File: src/rtl/param_rd_arbiter.sv
// Round-robin arbiter sharing the param BRAM read port among NUM_REQ rd controllers, one read in flight.
// Latency: addr handshake T -> bram_en T+1 -> rsp_valid T+3; addr ready only in IDLE, rsp held until rsp_ready.
module param_rd_arbiter #(
    parameter int NUM_REQ     = 4,
    parameter int PARAM_WIDTH = 64,
    parameter int PARAM_DEPTH = 64,
    parameter int AW          = $clog2(PARAM_DEPTH) + 1
) (
    input  logic                         clk,
    input  logic                         rst,
    input  logic [NUM_REQ-1:0][AW-1:0]   req_addr,
    input  logic [NUM_REQ-1:0]           req_addr_valid,
    output logic [NUM_REQ-1:0]           req_addr_ready,
    output logic [PARAM_WIDTH-1:0]       rsp_data,
    output logic [NUM_REQ-1:0]           rsp_valid,
    input  logic [NUM_REQ-1:0]           rsp_ready,
    output logic                         rsp_err,
    output logic                         bram_en,
    output logic [AW-1:0]                bram_addr,
    input  logic [PARAM_WIDTH-1:0]       bram_dout,
    output logic                         busy
);

    localparam int GW = (NUM_REQ > 1) ? $clog2(NUM_REQ) : 1;
    localparam logic [AW-1:0] DEPTH_L = AW'(PARAM_DEPTH);

    typedef enum logic [1:0] {IDLE, ISSUE, CAPTURE, RESP} state_t;

    state_t                 state_q, state_d;
    logic [GW-1:0]          rr_ptr_q, rr_ptr_d;
    logic [GW-1:0]          gnt_q, gnt_d;
    logic [AW-1:0]          addr_q, addr_d;
    logic                   err_q, err_d;
    logic [PARAM_WIDTH-1:0] rsp_data_q, rsp_data_d;
    logic                   rsp_err_q, rsp_err_d;
    logic [NUM_REQ-1:0]     rsp_valid_q, rsp_valid_d;

    logic                   found;
    logic [GW-1:0]          gnt_sel;
    logic [GW-1:0]          idx_g;
    int                     sum;
    logic                   in_range;

    // Rotating priority search starting at rr_ptr.
    always_comb begin
        found   = 1'b0;
        gnt_sel = '0;
        idx_g   = '0;
        sum     = 0;
        for (int k = 0; k < NUM_REQ; k++) begin
            sum = int'(rr_ptr_q) + k;
            if (sum >= NUM_REQ) sum = sum - NUM_REQ;
            idx_g = GW'(sum);
            if (!found && req_addr_valid[idx_g]) begin
                found   = 1'b1;
                gnt_sel = idx_g;
            end
        end
    end

    // The MSB only selects the ping-pong half; range check applies to the word index.
    assign in_range = ({1'b0, addr_q[AW-2:0]} < DEPTH_L);

    always_comb begin
        state_d        = state_q;
        rr_ptr_d       = rr_ptr_q;
        gnt_d          = gnt_q;
        addr_d         = addr_q;
        err_d          = err_q;
        rsp_data_d     = rsp_data_q;
        rsp_err_d      = rsp_err_q;
        rsp_valid_d    = rsp_valid_q;
        req_addr_ready = '0;
        bram_en        = 1'b0;
        bram_addr      = '0;
        case (state_q)
            IDLE: begin
                if (found && !rst) begin
                    req_addr_ready[gnt_sel] = 1'b1;
                    addr_d   = req_addr[gnt_sel];
                    gnt_d    = gnt_sel;
                    rr_ptr_d = (gnt_sel == GW'(NUM_REQ - 1)) ? '0 : gnt_sel + GW'(1);
                    state_d  = ISSUE;
                end
            end
            ISSUE: begin
                if (in_range) begin
                    bram_en   = 1'b1;
                    bram_addr = addr_q;
                    err_d     = 1'b0;
                end else begin
                    err_d     = 1'b1;
                end
                state_d = CAPTURE;
            end
            CAPTURE: begin
                rsp_data_d         = err_q ? '0 : bram_dout;
                rsp_err_d          = err_q;
                rsp_valid_d        = '0;
                rsp_valid_d[gnt_q] = 1'b1;
                state_d            = RESP;
            end
            RESP: begin
                if (rsp_ready[gnt_q]) begin
                    rsp_valid_d = '0;
                    state_d     = IDLE;
                end
            end
            default: state_d = IDLE;
        endcase
    end

    always_ff @(posedge clk) begin
        if (rst) begin
            state_q     <= IDLE;
            rr_ptr_q    <= '0;
            gnt_q       <= '0;
            addr_q      <= '0;
            err_q       <= 1'b0;
            rsp_data_q  <= '0;
            rsp_err_q   <= 1'b0;
            rsp_valid_q <= '0;
        end else begin
            state_q     <= state_d;
            rr_ptr_q    <= rr_ptr_d;
            gnt_q       <= gnt_d;
            addr_q      <= addr_d;
            err_q       <= err_d;
            rsp_data_q  <= rsp_data_d;
            rsp_err_q   <= rsp_err_d;
            rsp_valid_q <= rsp_valid_d;
        end
    end

    assign rsp_data  = rsp_data_q;
    assign rsp_err   = rsp_err_q;
    assign rsp_valid = rsp_valid_q;
    assign busy      = (state_q != IDLE);

endmodule

File: config.mk
export PLATFORM = sky130hd
export DESIGN_NAME = param_rd_arbiter
export DESIGN_NICKNAME = d
export VERILOG_FILES = /design/src/rtl/param_rd_arbiter.sv
export SDC_FILE = /design/constraint.sdc
export NUM_CORES = 1
export LEC_CHECK = 0
export CELL_PAD_IN_SITES_DETAIL_PLACEMENT = 0
export CELL_PAD_IN_SITES_GLOBAL_PLACEMENT = 1
export CORE_MARGIN = 5
export CORE_UTILIZATION = 28
export CTS_CLUSTER_DIAMETER = 60
export CTS_CLUSTER_SIZE = 16
export DETAILED_ROUTE_END_ITERATION = 10
export GPL_ROUTABILITY_DRIVEN = 1
export PLACE_DENSITY = 0.77
export SKIP_LAST_GASP = 1
export SLEW_MARGIN = 30
export SYNTH_ARGS = -nofsm -noshare
export SYNTH_HDL_FRONTEND = slang
export SYNTH_SLANG_ARGS = --single-unit
File: constraint.sdc
create_clock -name clk -period 2.6 [get_ports clk]
set_clock_uncertainty 0.2 [all_clocks]
set_input_delay 0.65 -clock clk [delete_from_list [all_inputs] [get_ports clk]]
set_output_delay 0.65 -clock clk [all_outputs]
set_load 0.01 [all_outputs]
== Word-level counts from Yosys, hierarchy flattened ==
Cells that the tools add are included.
Storage, ports and cells
  memories kept: 0
  word-level logic and storage cells: 86
  bits in latches: 0
  register bits: 81
  RAM bits: 0
  output and inout bits: 82
  bits in read-only memories: 0
Operators by class
  $mul: 0
  magnitude comparators: 12
  multiplexer cells: 38
  shifts and indexed selects: 0
  reductions and logical operators: 16
  add/subtract/negate cells: 8
  divide/modulo/power cells: 0
  bitwise operators: 0
  equality and inequality tests: 6
Operators with widths (number)
  2-bit 2-to-1 mux: 11
  2-bit by 3-bit < comparator with 1-bit output (second input constant): 6
  7-bit binary-select mux with 2-bit select: 1
  7-bit 2-to-1 mux: 2
  1-bit 2-to-1 mux: 12
  4-bit 2-to-1 mux: 3
  1-bit binary-select mux with 2-bit select: 5
  3-bit greater-or-equal comparator (second input constant): 3
  2-bit case mux with 4 select lines: 1
  4-bit case mux with 2 select lines: 1
  2-bit by 1-bit subtractor with 2-bit output (second input constant): 4
  2-bit by 2-bit adder with 3-bit output (second input constant): 2
  2-bit equality test (second input constant): 3
  1-bit logical AND: 6
  2-bit AND reduction: 3
  1-bit demux with 2-bit select: 2
  2-bit by 1-bit greater-or-equal comparator with 1-bit output (second input constant): 2
  1-bit zero test: 4
  2-bit != test (second input constant): 2
  2-bit nonzero test: 2
  2-bit by 1-bit adder with 3-bit output (second input constant): 1
  2-bit by 3-bit greater-or-equal comparator with 1-bit output (second input constant): 1
  2-bit by 1-bit adder with 2-bit output (second input constant): 1
  2-bit by 1-bit equality test with 1-bit output (second input constant): 1
  2-bit zero test: 1

== Depth between registers and ports, before layout ==
Gate-level depths: netlist (run 1).
  word-level depth: 20
  depth in mapped cells: 7
  gate-level depth less buffers: 6

== Worst setup path after synthesis (run 1) ==
Ideal clock, no wire load.
  kind: input -> output
  start point: input port req_addr_valid[1]
  end point: output port req_addr_ready[3]
  arrival time: 1.738 ns
  stages on the path: 6
  setup slack: 0.012 ns
  required time: 1.750 ns
  cell sequence: or3b_1 -> o221ai_4 -> buf_12 -> inv_1 -> ha_1 -> and2_1
On the way
  longest elaborated chain between the ends: 18
  elaborated cells between the ends (all ways): 30
Ends and longest elaborated chain
  start, declared: line 12  | input logic [NUM_REQ-1:0] req_addr_valid,
  1-bit binary-select mux with 2-bit select: line 54  | if (!found && req_addr_valid[idx_g]) begin
  1-bit 2-to-1 mux (implied by the code): line 54
  1-bit 2-to-1 mux: line 54
  1-bit zero test: line 54
  1-bit logical AND: line 54
  1-bit 2-to-1 mux: line 54
  1-bit zero test: line 54
  1-bit logical AND: line 54
  (+2 left out)
  1-bit logical AND: line 54
  2-bit 2-to-1 mux: line 54
  2-bit by 3-bit < comparator with 1-bit output (implied by the code) or 2-bit by 1-bit greater-or-equal comparator with 1-bit output (tied branches): line 79  | req_addr_ready[gnt_sel] = 1'b1;
  1-bit logical AND (implied by the code): line 79
  1-bit 2-to-1 mux (implied by the code): line 79
  1-bit demux with 2-bit select: line 79
  4-bit 2-to-1 mux *: line 78  | if (found && !rst) begin
  4-bit 2-to-1 mux *: line 76  | case (state_q)
  end, declared: line 13  | output logic [NUM_REQ-1:0] req_addr_ready,
Mark *: on every way between the ends. The rest lies on a longest branch, timed or not. The select of a mux whose other input is x is not followed.

== Worst setup path in the final report (run 1) ==
  start point: register state_q[0]
  end point: output port req_addr_ready[1]
On the way
  longest elaborated chain between the ends: 2
Ends and longest elaborated chain
  start, declared: line 29  | state_t state_q, state_d;
  start signal, assigned: line 124  | state_q <= state_d;
  2-bit zero test: line 76
  4-bit 2-to-1 mux: line 76
Every way passes these cells.

==> flow_summary.json, run 1 <==
{
  "cts.sinks": 81,
  "r2r_end": "rr_ptr_q[0]",
  "avgSynthCellArea_um2": 10.13,
  "wire_per_inst_um": 14.98,
  "die_w_um": 119.3,
  "ys_ff_latch": 81,
  "finalSetupViolCount": 3,
  "critPathCapture": "req_addr_ready[1]",
  "critPathCaptureType": "output port",
  "design.die.area_um2": 14230,
  "slew_violations": 0,
  "synth_edf_count": 0,
  "syn-num-nets": 437,
  "area_growth_pct": 76.16,
  "finalHoldViolations": 0,
  "num_io_pins": 184,
  "combPwrFrac": 0.440,
  "synth_compound_area_frac": 0.06287,
  "clk_latency_ns": 0.32,
  "seq_area_frac_synth": 0.4850,
  "cap_violations": 0,
  "clk_pin_slew_worst_paths_ns": 0.06,
  "viasPerCell": 4.474,
  "max_freq_mhz": 370.1,
  "cp.required_ns": 1.75,
  "path_class": "reg -> out",
  "final_cell_mix": "173 x clkdlybuf4s50_1, 81 x mux2i_1, 77 x dfxtp_1, 73 x nor2_1, 28 x buf_4",
  "num_rows": 40,
  "netSwitchingFraction": 0.3108,
  "worst_slack_ns": -0.1019,
  "synth_xor_area_frac": 0,
  "antenna_found_initial": 0,
  "first_global_vias": 3149,
  "hold_class": "reg -> reg",
  "worst_slew_margin_rel": 0.4644,
  "grt_max_degree": 78,
  "finalCriticalPeriod_ns": 2.702,
  "port-buffer-count": 182,
  "p_switching_mw": 1.695,
  "num_antenna_cells": 0,
  "p_seq_frac": 0.312,
  "critical_path.max_fanout": 3,
  "post_synth_num_cell_types": 36,
  "synth_adder_area_share": 0.01871,
  "worstPathArrival_ns": 1.85,
  "async_flop_share": 0,
  "fin_area_um2": 5889,
  "ctsRootBufferMaster": "clkbuf_16",
  "ir_drop_mv": 0.3569,
  "cts_tree": "built",
  "synth_top_flop_cell": "dfxtp_1",
  "mappedNetlistArea_um2": 3343,
  "drt_iter0_markers": 148,
  "place_inst": 663,
  "drive_gt1_frac": 0.1484,
  "leakage_nw": 2.268,
  "fin_crit_sh": 1.039,
  "yosys-mux-area-fraction": 0.2493,
  "violations": "setup timing",
  "grt-ovfl-total": 0,
  "cts.path.max_buffers": 2,
  "clkPwrFrac": 0.247,
  "internal_power_mw": 3.758,
  "whs_ns": 0.2540,
  "status": "complete, but fails checks",
  "r2r_cells": 8,
  "numCtsBuffers": 9,
  "vias": 3069,
  "ant_nets": 0,
  "synth-simple-area-share": 0.1463,
  "yosys_warnings": 0,
  "tightestPinTransition_ns": 0.8034,
  "hpwl_um": 7409,
  "first_pass_iters": 4,
  "grt_use_total": 0.1412,
  "ff2ff_setup_slack_ns": 0.58,
  "start_util": 0.2819,
  "grt_pass1_wl_um": 16420,
  "routed_wirelength_um": 10280,
  "start_kind": "flop",
  "die_h_um": 119.3,
  "synthCells": 330,
  "worstHoldPathCells": 2,
  "fin_nets": 642,
  "startpoint": "state_q[0]",
  "final_cells": 686,
  "drc_errors": 0,
  "dp_slack_ns": -0.9507,
  "place_area_um2": 5441,
  "rsz0062_at_grt": "true",
  "worst_r2r_startpoint": "state_q[0]",
  "core-area_um2": 11860,
  "synth_top_family_by_area": "multiplexers",
  "mostFrequentLayoutCell": "clkdlybuf4s50_1",
  "cts_max_level": 3,
  "finalSetupTns_ns": -0.1980,
  "gp_congestion": 0.8843,
  "power.density_nw_per_um2": 926.0
}
[flip-flops by register name, summed over array words and instances, names as in the netlist]
| signal | flops |
|---|---|
| addr_q | 7 |
| gnt_q | 2 |
| rr_ptr_q | 2 |
| rsp_data | 64 |
| rsp_valid | 4 |
| state_q | 2 |
[worst min path at each step]
| stage | slack, ns | from | end |
|---|---|---|---|
| after global placement | 0.23 | addr_q[3] | addr_q[3] |
| after CTS | 0.26 | addr_q[6] | addr_q[6] |
| after floorplan | 0.22 | addr_q[0] | addr_q[0] |
| final | 0.25 | addr_q[3] | addr_q[3] |
| after detailed placement | 0.24 | addr_q[6] | addr_q[6] |
| after global routing | 0.28 | addr_q[4] | addr_q[4] |
[per-layer routing]
layer  up-vias  wire length [um]  GRT usage
met5         -                 0          0
met4         0                87    0.05214
met3         9               868    0.05413
met2       105              5071     0.2261
met1      1409              4248     0.1719
li1       1546                 -          -
[logic make-up after synthesis]
| family | Yosys count |
|---|---|
| AND/OR/NAND/NOR | 110 |
| other | 1 |
| buffers and inverters | 25 |
| adder cells (fa/ha/maj) | 5 |
| multiplexers | 82 |
| AO/OA/AOI/OAI | 26 |
| flip-flops | 81 |
[worst max-delay path, stage by stage, from the launching register on]
cell	delay, ns
dfxtp_2	0.32
inv_2	0.07
ha_4	0.16
o41ai_4	0.09
buf_4	0.15
or4_4	0.51
nor2_2	0.09
buf_2	0.13
[layout make-up]
cell class                 count  area (um^2)
fill                        1104         5972
timing repair buffer         213         2058
tap                          147        183.9
clock inverter                 5        78.83
multi-input combinational    224         1680
sequential                    81         1627
inverter                       6        22.52
clock buffer                  10        239.0
[stage by stage]
step	utilization	power [mW]
floorplan	-	2.905
global placement	0.4588	3.911
detailed placement	0.4588	3.960
CTS	0.4895	5.428
global route	0.4965	5.806
finish	0.4965	5.453
[power groups by stage]
stage / clock [mW] / combinational, mW / sequential (mW)
finish: 1.35 / 2.40 / 1.70
global route: 1.45 / 2.61 / 1.74
CTS: 1.40 / 2.33 / 1.70
detailed placement: 0 / 2.25 / 1.71
global placement: 0 / 2.21 / 1.70
floorplan: 0 / 1.11 / 1.80
[Yosys cell counts, types with 2 or more instances]
library cell / instances / area [um^2]
dfxtp_1: 81 / 1622
mux2i_1: 81 / 810.8
nor2_1: 75 / 281.5
nand2_1: 11 / 41.29
and2_1: 10 / 62.56
clkbuf_1: 10 / 37.54
a21oi_1: 8 / 40.04
buf_2: 7 / 35.03
o221ai_1: 7 / 61.31
inv_1: 6 / 22.52
ha_1: 5 / 62.56
nor2b_1: 2 / 12.51
nor3_1: 2 / 10.01
nor4bb_1: 2 / 20.02
o21ai_0: 2 / 10.01
[repair_timing]
item | 4_1_cts | 5_1_grt
setup endpoints to repair | 12 | 12
pin swaps | 8 | 9
hold buffers | 0 | 0
setup buffers | 2 | 6
resized for setup | 52 | 12
gates cloned | 0 | 0
No activity file was read; power rests on OpenSTA's default activity.
==> run 2: changes to the inputs <==
--- a/config.mk
+++ b/config.mk
@@ -9,7 +9,6 @@
 export CELL_PAD_IN_SITES_GLOBAL_PLACEMENT = 1
 export CORE_MARGIN = 5
 export CORE_UTILIZATION = 28
-export CTS_CLUSTER_DIAMETER = 60
 export CTS_CLUSTER_SIZE = 16
 export DETAILED_ROUTE_END_ITERATION = 10
 export GPL_ROUTABILITY_DRIVEN = 1
==> results of run 2 <==
The final DEF is identical to that of run 1; final timing and power are the same.
